[src/rtl/hls_ap_ctrl_driver.sv]
// hls_ap_ctrl_driver
// Initiator for the HLS ap_ctrl_hs block-level handshake. Runs the attached
// core for num_runs back-to-back invocations, records how many completed and
// the latency of the most recent one, and aborts the batch with a sticky
// timeout_err if any single invocation exceeds TIMEOUT_CYCLES.
//
// Ports:
//   sys_clock      in   system clock, rising edge
//   sys_resetn     in   asynchronous active-low reset
//   go             in   one-cycle batch request (ignored while busy)
//   num_runs       in   invocations per batch, latched on accepted go
//   ap_start       out  start request to the HLS core
//   ap_ready       in   core has consumed its inputs
//   ap_done        in   core completion pulse
//   ap_idle        in   core is idle
//   busy           out  batch in progress
//   batch_done     out  one-cycle pulse on error-free batch completion
//   timeout_err    out  sticky timeout flag, cleared by the next accepted go
//   runs_completed out  ap_done pulses counted in the current/last batch
//   last_latency   out  cycles of the most recent completed invocation
module hls_ap_ctrl_driver #(
  parameter int unsigned TIMEOUT_CYCLES = 4096,
  parameter int unsigned LAT_W          = 16
) (
  input  logic             sys_clock,
  input  logic             sys_resetn,
  input  logic             go,
  input  logic [15:0]      num_runs,
  output logic             ap_start,
  input  logic             ap_ready,
  input  logic             ap_done,
  input  logic             ap_idle,
  output logic             busy,
  output logic             batch_done,
  output logic             timeout_err,
  output logic [15:0]      runs_completed,
  output logic [LAT_W-1:0] last_latency
);

  typedef enum logic [2:0] {
    S_IDLE      = 3'd0,
    S_WAIT_IDLE = 3'd1,
    S_START     = 3'd2,
    S_WAIT_DONE = 3'd3,
    S_ERROR     = 3'd4
  } state_t;

  localparam logic [LAT_W-1:0] CNT_LAST = LAT_W'(TIMEOUT_CYCLES - 1);
  localparam logic [LAT_W-1:0] CNT_MAX  = {LAT_W{1'b1}};

  state_t           state_q, state_d;
  logic             ap_start_q, ap_start_d;
  logic             busy_q, busy_d;
  logic             batch_done_q, batch_done_d;
  logic             timeout_err_q, timeout_err_d;
  logic [15:0]      runs_q, runs_d;
  logic [15:0]      num_runs_q, num_runs_d;
  logic [LAT_W-1:0] last_lat_q, last_lat_d;
  logic [LAT_W-1:0] cnt_q, cnt_d;

  logic [LAT_W-1:0] cnt_inc_s;
  logic [LAT_W-1:0] lat_val_s;
  logic             more_runs_s;
  logic             run_done_s;

  // One counter serves both timeout and latency: it is cleared on START entry,
  // so in START/WAIT_DONE it equals (cycle - S). Both uses saturate.
  assign cnt_inc_s   = (cnt_q == CNT_MAX) ? cnt_q : cnt_q + {{(LAT_W-1){1'b0}}, 1'b1};
  assign lat_val_s   = cnt_inc_s;
  // 17-bit compare so runs_q = 16'hFFFF cannot wrap into a false "more runs".
  assign more_runs_s = ({1'b0, runs_q} + 17'd1) < {1'b0, num_runs_q};

  // State and output registers; all outputs come straight from flops.
  always_ff @(posedge sys_clock or negedge sys_resetn) begin
    if (!sys_resetn) begin
      state_q       <= S_IDLE;
      ap_start_q    <= 1'b0;
      busy_q        <= 1'b0;
      batch_done_q  <= 1'b0;
      timeout_err_q <= 1'b0;
      runs_q        <= 16'd0;
      num_runs_q    <= 16'd0;
      last_lat_q    <= {LAT_W{1'b0}};
      cnt_q         <= {LAT_W{1'b0}};
    end else begin
      state_q       <= state_d;
      ap_start_q    <= ap_start_d;
      busy_q        <= busy_d;
      batch_done_q  <= batch_done_d;
      timeout_err_q <= timeout_err_d;
      runs_q        <= runs_d;
      num_runs_q    <= num_runs_d;
      last_lat_q    <= last_lat_d;
      cnt_q         <= cnt_d;
    end
  end

  // Next-state and next-output logic.
  always_comb begin
    state_d       = state_q;
    batch_done_d  = 1'b0;
    timeout_err_d = timeout_err_q;
    runs_d        = runs_q;
    num_runs_d    = num_runs_q;
    last_lat_d    = last_lat_q;
    cnt_d         = cnt_q;
    run_done_s    = 1'b0;

    case (state_q)
      S_IDLE: begin
        cnt_d = {LAT_W{1'b0}};
        if (go) begin
          runs_d        = 16'd0;
          timeout_err_d = 1'b0;
          if (num_runs == 16'd0) begin
            batch_done_d = 1'b1;
          end else begin
            num_runs_d = num_runs;
            state_d    = ap_idle ? S_START : S_WAIT_IDLE;
          end
        end else begin
          state_d = S_IDLE;
        end
      end
      S_WAIT_IDLE: begin
        if (ap_idle) begin
          state_d = S_START;
          cnt_d   = {LAT_W{1'b0}};
        end else if (cnt_q == CNT_LAST) begin
          state_d       = S_ERROR;
          timeout_err_d = 1'b1;
        end else begin
          cnt_d = cnt_inc_s;
        end
      end
      S_START: begin
        if (ap_ready && ap_done) begin
          run_done_s = 1'b1;
        end else if (cnt_q == CNT_LAST) begin
          state_d       = S_ERROR;
          timeout_err_d = 1'b1;
        end else if (ap_ready) begin
          state_d = S_WAIT_DONE;
          cnt_d   = cnt_inc_s;
        end else begin
          cnt_d = cnt_inc_s;
        end
      end
      S_WAIT_DONE: begin
        if (ap_done) begin
          run_done_s = 1'b1;
        end else if (cnt_q == CNT_LAST) begin
          state_d       = S_ERROR;
          timeout_err_d = 1'b1;
        end else begin
          cnt_d = cnt_inc_s;
        end
      end
      S_ERROR: begin
        state_d = S_IDLE;
      end
      default: begin
        state_d = S_IDLE;
      end
    endcase

    // Completion: back-to-back restart re-enters START with a fresh counter.
    if (run_done_s) begin
      runs_d     = runs_q + 16'd1;
      last_lat_d = lat_val_s;
      cnt_d      = {LAT_W{1'b0}};
      if (more_runs_s) begin
        state_d = S_START;
      end else begin
        state_d      = S_IDLE;
        batch_done_d = 1'b1;
      end
    end else begin
      runs_d = runs_d;
    end

    ap_start_d = (state_d == S_START);
    busy_d     = (state_d == S_WAIT_IDLE) || (state_d == S_START) ||
                 (state_d == S_WAIT_DONE);
  end

  assign ap_start       = ap_start_q;
  assign busy           = busy_q;
  assign batch_done     = batch_done_q;
  assign timeout_err    = timeout_err_q;
  assign runs_completed = runs_q;
  assign last_latency   = last_lat_q;

endmodule

[config.mk]
export PLATFORM = sky130hd
export DESIGN_NAME = hls_ap_ctrl_driver
export DESIGN_NICKNAME = d
export VERILOG_FILES = /design/src/rtl/hls_ap_ctrl_driver.sv
export SDC_FILE = /design/constraint.sdc
export NUM_CORES = 1
export LEC_CHECK = 0
export BUFFER_PORTS_ARGS = -buffer_cell sky130_fd_sc_hd__buf_4
export CORE_MARGIN = 4
export CORE_UTILIZATION = 60
export CTS_BUF_LIST = sky130_fd_sc_hd__clkbuf_4 sky130_fd_sc_hd__clkbuf_8 sky130_fd_sc_hd__clkbuf_16
export DETAILED_ROUTE_END_ITERATION = 8
export PLACE_DENSITY_LB_ADDON = 0.08
export SLEW_MARGIN = 20
export SYNTH_ARGS = -nofsm -noshare
export SYNTH_HDL_FRONTEND = slang
export SYNTH_SLANG_ARGS = --single-unit
[constraint.sdc]
create_clock -name sys_clock -period 8.3 [get_ports sys_clock]
set_input_delay 1.66 -clock sys_clock [delete_from_list [all_inputs] [get_ports sys_clock]]
set_output_delay 1.66 -clock sys_clock [all_outputs]
set_load 0.01 [all_outputs]
### After elaboration in Yosys (flattened, before gate mapping)

Cells that the tools add are included.

* register bits after elaboration: 71
* bits in latches: 0
* bits in writable memories: 0
* ROM bits: 0
* output and inout bits: 36
* memories kept: 0

* add/sub/neg operators: 3
* multipliers: 0
* divide/modulo/power cells: 0
* magnitude comparators: 1
* equal/unequal tests: 14
* shifts and indexed selects: 0
* muxes and demuxes: 36
* bitwise gates (word level): 1
* reduce and logical (&&, ||, !) cells: 13

Operators with widths (count)
* two-way mux 16 bit: 9
* case mux 16 bit (4 select lines): 1
* adder 16 x 1 -> 16 bit, second input constant: 2
* two-way mux 3 bit: 9
* adder 16 x 1 -> 17 bit, second input constant: 1
* less-than comparator 17 x 16 -> 1 bit: 1
* equality test 16 x 12 -> 1 bit, second input constant: 1
* equality test 16 bit, second input constant: 1
* logical NOT 16 bit: 1
* equality test 3 x 2 -> 1 bit, second input constant: 4
* two-way mux 1 bit: 12
* case mux 3 bit (4 select lines): 1
* != test 2 bit, second input constant: 4
* equality test 3 x 1 -> 1 bit, second input constant: 2
* != test 3 bit, second input constant: 2
* AND reduction 3 bit: 2
* AND reduction 5 bit: 1
* nonzero test 5 bit: 1
* two-way mux 2 bit: 2
* case mux 1 bit (4 select lines): 1
* nonzero test 2 bit: 2
* nonzero test 4 bit: 1
* logical NOT 3 bit: 1
* logical OR 1 bit: 2
* other kinds (4): 4

### Logic depth before layout (Yosys ltp)

* depth in word-level cells: 8
* gate-level depth with buffers: 14

### Worst setup path before layout

No wires, ideal clock.

* path type: input to register
* from: input num_runs[1]
* to: register busy_q, in the netlist busy
* arrival: 3178 ps
* required time: 8169 ps
* path slack: 4991 ps
* cell stages on the path: 5
* buffers on the path: 0
* cells stage by stage: or4_1 or4_1 nand2_1 a21oi_1 or3_1

* longest elaborated chain between the ends: 8
* elaborated cells on any way between the ends: 10

RTL lines
* from (decl): line 28 `input logic [15:0] num_runs,`
* logical NOT 16 bit *: line 115 `if (num_runs == 16'd0) begin`
* two-way mux 3 bit *: line 115
* two-way mux 3 bit *: line 112 `if (go) begin`
* case mux 3 bit (4 select lines) *: line 109 `case (state_q)`
* two-way mux 3 bit *: line 168 `if (run_done_s) begin`
* equality test 3 x 1 -> 1 bit / equality test 3 x 2 -> 1 bit (equally long branches): line 183 `busy_d = (state_d == S_WAIT_IDLE) || (state_d == S_START) ||`
* logical OR 1 bit: line 183
* logical OR 1 bit *: line 183
* net busy_d: line 53 `logic busy_q, busy_d;`
* to (signal assigned): line 88 `busy_q <= busy_d;`
* to (decl): line 53

The timed path passes the listed nets; every way through them passes the cells marked *.
A chain may end at the register's enable or synchronous reset.

### Final worst setup path

* from: input num_runs[1]
* to: register ap_start_q, in the netlist ap_start

* longest elaborated chain between the ends: 6

RTL lines
* logical NOT 16 bit: line 115
* two-way mux 3 bit: line 115
* two-way mux 3 bit: line 112
* case mux 3 bit (4 select lines): line 109
* two-way mux 3 bit: line 168
* net state_d[1]: line 51 `state_t state_q, state_d;`
* equality test 3 x 2 -> 1 bit: line 182 `ap_start_d = (state_d == S_START);`
* net ap_start_d: line 52 `logic ap_start_q, ap_start_d;`
* to (signal assigned): line 87 `ap_start_q <= ap_start_d;`
* to (decl): line 52

The timed path passes the listed nets, and every way through them passes these cells.

==> summary.md <==
| Metric | Value |
|---|---|
| Status | complete, no violations |
| Commonest non-fill, non-tap cell in the layout | nand2_1 |
| Die footprint | 0.00809 mm² |
| Row count | 29 |
| Max-slew violations | 0 |
| Final WL | 9.59 mm |
| Max-slew headroom | 36.9% |
| Post-route cell area | 0.00474 mm² |
| Root buffer cell | clkbuf_8 |
| EDFF count, synth | 0 |
| Synth Instances | 454 |
| Largest family of logic cells by synthesized area | simple AND/OR/NAND/NOR gates |
| Cts-stage hold buffer count | 0 |
| Xor/xnor share of the synthesized area | 6.09% |
| Peak VDD IR | 165 µV |
| Element type at the critical path end | flop |
| CTS tree | built |
| Antenna violations before repair | 0 |
| Final Hold Fails | 0 |
| Crit Path Class | primary input to flop |
| First drt pass iteration count | 4 |
| Hold Crit Class | flop to flop |
| Gpl congestion | 0.900 |
| Largest fanout on the critical path | 31 |
| Fmax | 280 MHz |
| Ys async rst share | 100% |
| Most frequent cells in the layout | nand2_1 (75), dfrtp_1 (71), buf_4 (61) |
| WL/cell | 16.3 µm |
| Clock transition at path regs | approximately 80 ps |
| Fin crit period | about 3600 ps |
| Post-Place Cells | around 570 |
| Pin count of the biggest net entering global routing | 72 |
| H-Tree Depth | 3 |
| Number of inserted diodes | 0 |
| Synth area leaders | dfrtp_1 (44%), nand2_1 (7.0%), o21ai_0 (6.1%) |
| Ys flop type | dfrtp_1 |
| First-pass GRT wire length | approximately 17 mm |
| Area delta synth->final | 17.6% |
| Post-route ant nets | 0 |
| Slowest stage delay, CP | roughly 800 ps |
| Vias in the first global route | roughly 3400 |
| Core area | 0.00642 mm² |
| # Max-Cap Violations | 0 |
| TritonCTS Sinks | slightly above 70 |
| Mapped Nets | a little under 500 |
| Slowest cell on crit path | o41a_1 |
| Clock Skews | 7.58 ps |
| Setup repair bufs after CTS | 0 |
| DP Area | 0.00451 mm² |
| Via-to-Cell Ratio | 6.01 |
| IO Pins | 58 |
| Post-CTS Resized | 0 |
| Setup TNS | 0 ps |
| Number of buffers created by CTS | 9 |
| Static leakage | 2.24 nW |
| Compound-gate portion of the synthesized area | 19.5% |
| DRC viols | 0 |
| Final setup vio count | 0 |
| Count of unique library cells instantiated by Yosys | 53 |
| Vias | about 3500 |
| CP Cell Sequence | buf_4, or4_1, o41a_1, a21o_1, a22oi_1, o21bai_1, nor2b_1 |
| Share of the synthesized area in the top cell type | 44.1% |
| Startpoint types | primary input |
| Die Wd | 89.9 µm |
| Power Total | 1.16 mW |
| Port Buffers | 57 |
| Final worst-path cycle share | between 40% and 50% |
| Adder-Cell Fraction of Synth Area | 5.28% |
| Worst slew pin tran | 946 ps |
| CTS Buffer Depth | 2 |
| Critical path arrival | 3790 ps |
| WP buf/inv | 1 |
| CP delay by family, top | compound AO/OA/AOI/OAI gates |
| Post-Synth Simple-Gate Area | 21.0% |
| Avg Cell Area, Syn | 8.87 µm² |
| Req. time, crit path | 8530 ps |
| Starting Density | ~63% |
| NumNets Final | around 540 |
| RSZ-0062 raised after global routing | false |
| Fraction of synthesized area in multiplexers | 0.249% |
| Final Non-Filler Cells | approximately 590 |
| Congestion Overflow GR | 0 |
| Post-DP HPWL | ~7.0 mm |
| Die Y | 89.9 µm |
| Iter 0 DRT Violations | between 200 and 250 |
| Post-synthesis instance area | 0.00403 mm² |
| Clock latency at the later pin of the worst-skew pair | 340 ps |
| Syn. warnings | 0 |
| Synth Register Bits | 71 |
| Layout cell share with drive strength beyond 1 | 16.5% |
| GRT Total Usage | between 20% and 30% |
| Yosys top cell by area | dfrtp_1 |
| Register area share after synthesis | roughly 44% |
| PwrDens | roughly 250 mW/mm² |
kinds of logic (layout without fill, tap and decap cells):
| kind of cell | Yosys count | in the layout |
|---|---|---|
| mux | 1 | 1 |
| xor+xnor | 28 | 28 |
| buf+inv | 40 | 96 |
| flops | 71 | 71 |
| fa+ha+maj | 17 | 17 |
| compound gates | 124 | 124 |
| simple gates | 173 | 173 |
Yosys cell counts (6+ instances only):
master and n:
xnor2_1 20, a31oi_1 10, clkbuf_1 20, nand3_1 13, a21oi_1 12, and3_1 10
nand2_1 75, xor2_1 8, inv_1 19, or4_1 6, nor2_1 32, o21ai_0 49
a21o_1 8, dfrtp_1 71, ha_1 17, nor3_1 6, o31ai_1 13
worst paths after layout:
check                             startpoint        endpoint  slack (ps)  depth (start not counted)
max                              num_runs[1]        ap_start        4730                          7
max in group asynchronous         sys_resetn      state_q[0]        6290                          1
min                            num_runs_q[0]   num_runs_q[0]         480                          2
min reg2reg                    num_runs_q[0]   num_runs_q[0]         480                          2
max reg2reg                runs_completed[0]            busy        4760                         11
min in group asynchronous         sys_resetn  num_runs_q[10]        1420                          1
power by group:
part           total (mW)  leakage (nW)  switching [mW]  internal (mW)
Sequential          0.469         0.940          0.0506          0.418
Combinational       0.377          1.18           0.227          0.150
Clock               0.319         0.117           0.139          0.180
Total                1.16          2.24           0.416          0.748
cell type report:
class | count | area [µm²]
multi-input cells | 343 | 2100
inverters | 19 | 71.3
repair buffers | 61 | 458
fillers | 490 | 1690
clock buffers | 10 | 138
flip-flops and latches | 71 | 1780
well taps | 77 | 96.3
clock inverters | 6 | 91.3
layer usage:
metal | share of wire [%] | global-route usage (%)
met3 | 6.1 | 4.84
met4 | 1.9 | 8.67
met1 | 46 | 36.3
met5 | 0 | 0
met2 | 46 | 37.5
per-stage QoR:
stage	setup WS [ps]	hold slack (ps)	util, %
after floorplan	4990	440	-
after global placement	4450	463	70.2
after detailed placement	4390	457	70.2
after CTS	4760	483	73.7
after global routing	4380	513	73.7
final	4730	478	73.7
state kept, by name (all words and copies together), names as in the netlist:
register	flops
ap_start	1
last_latency	16
state_q	3
runs_completed	16
batch_done	1
cnt_q	16
busy	1
num_runs_q	16
timeout_err	1
tightest hold or removal path, stage by stage (launching register included):
cell,delay [ps]
dfrtp_1,350
nand2_1,50
nand2_1,50
Note: power is estimated with default switching activity, not from simulation.
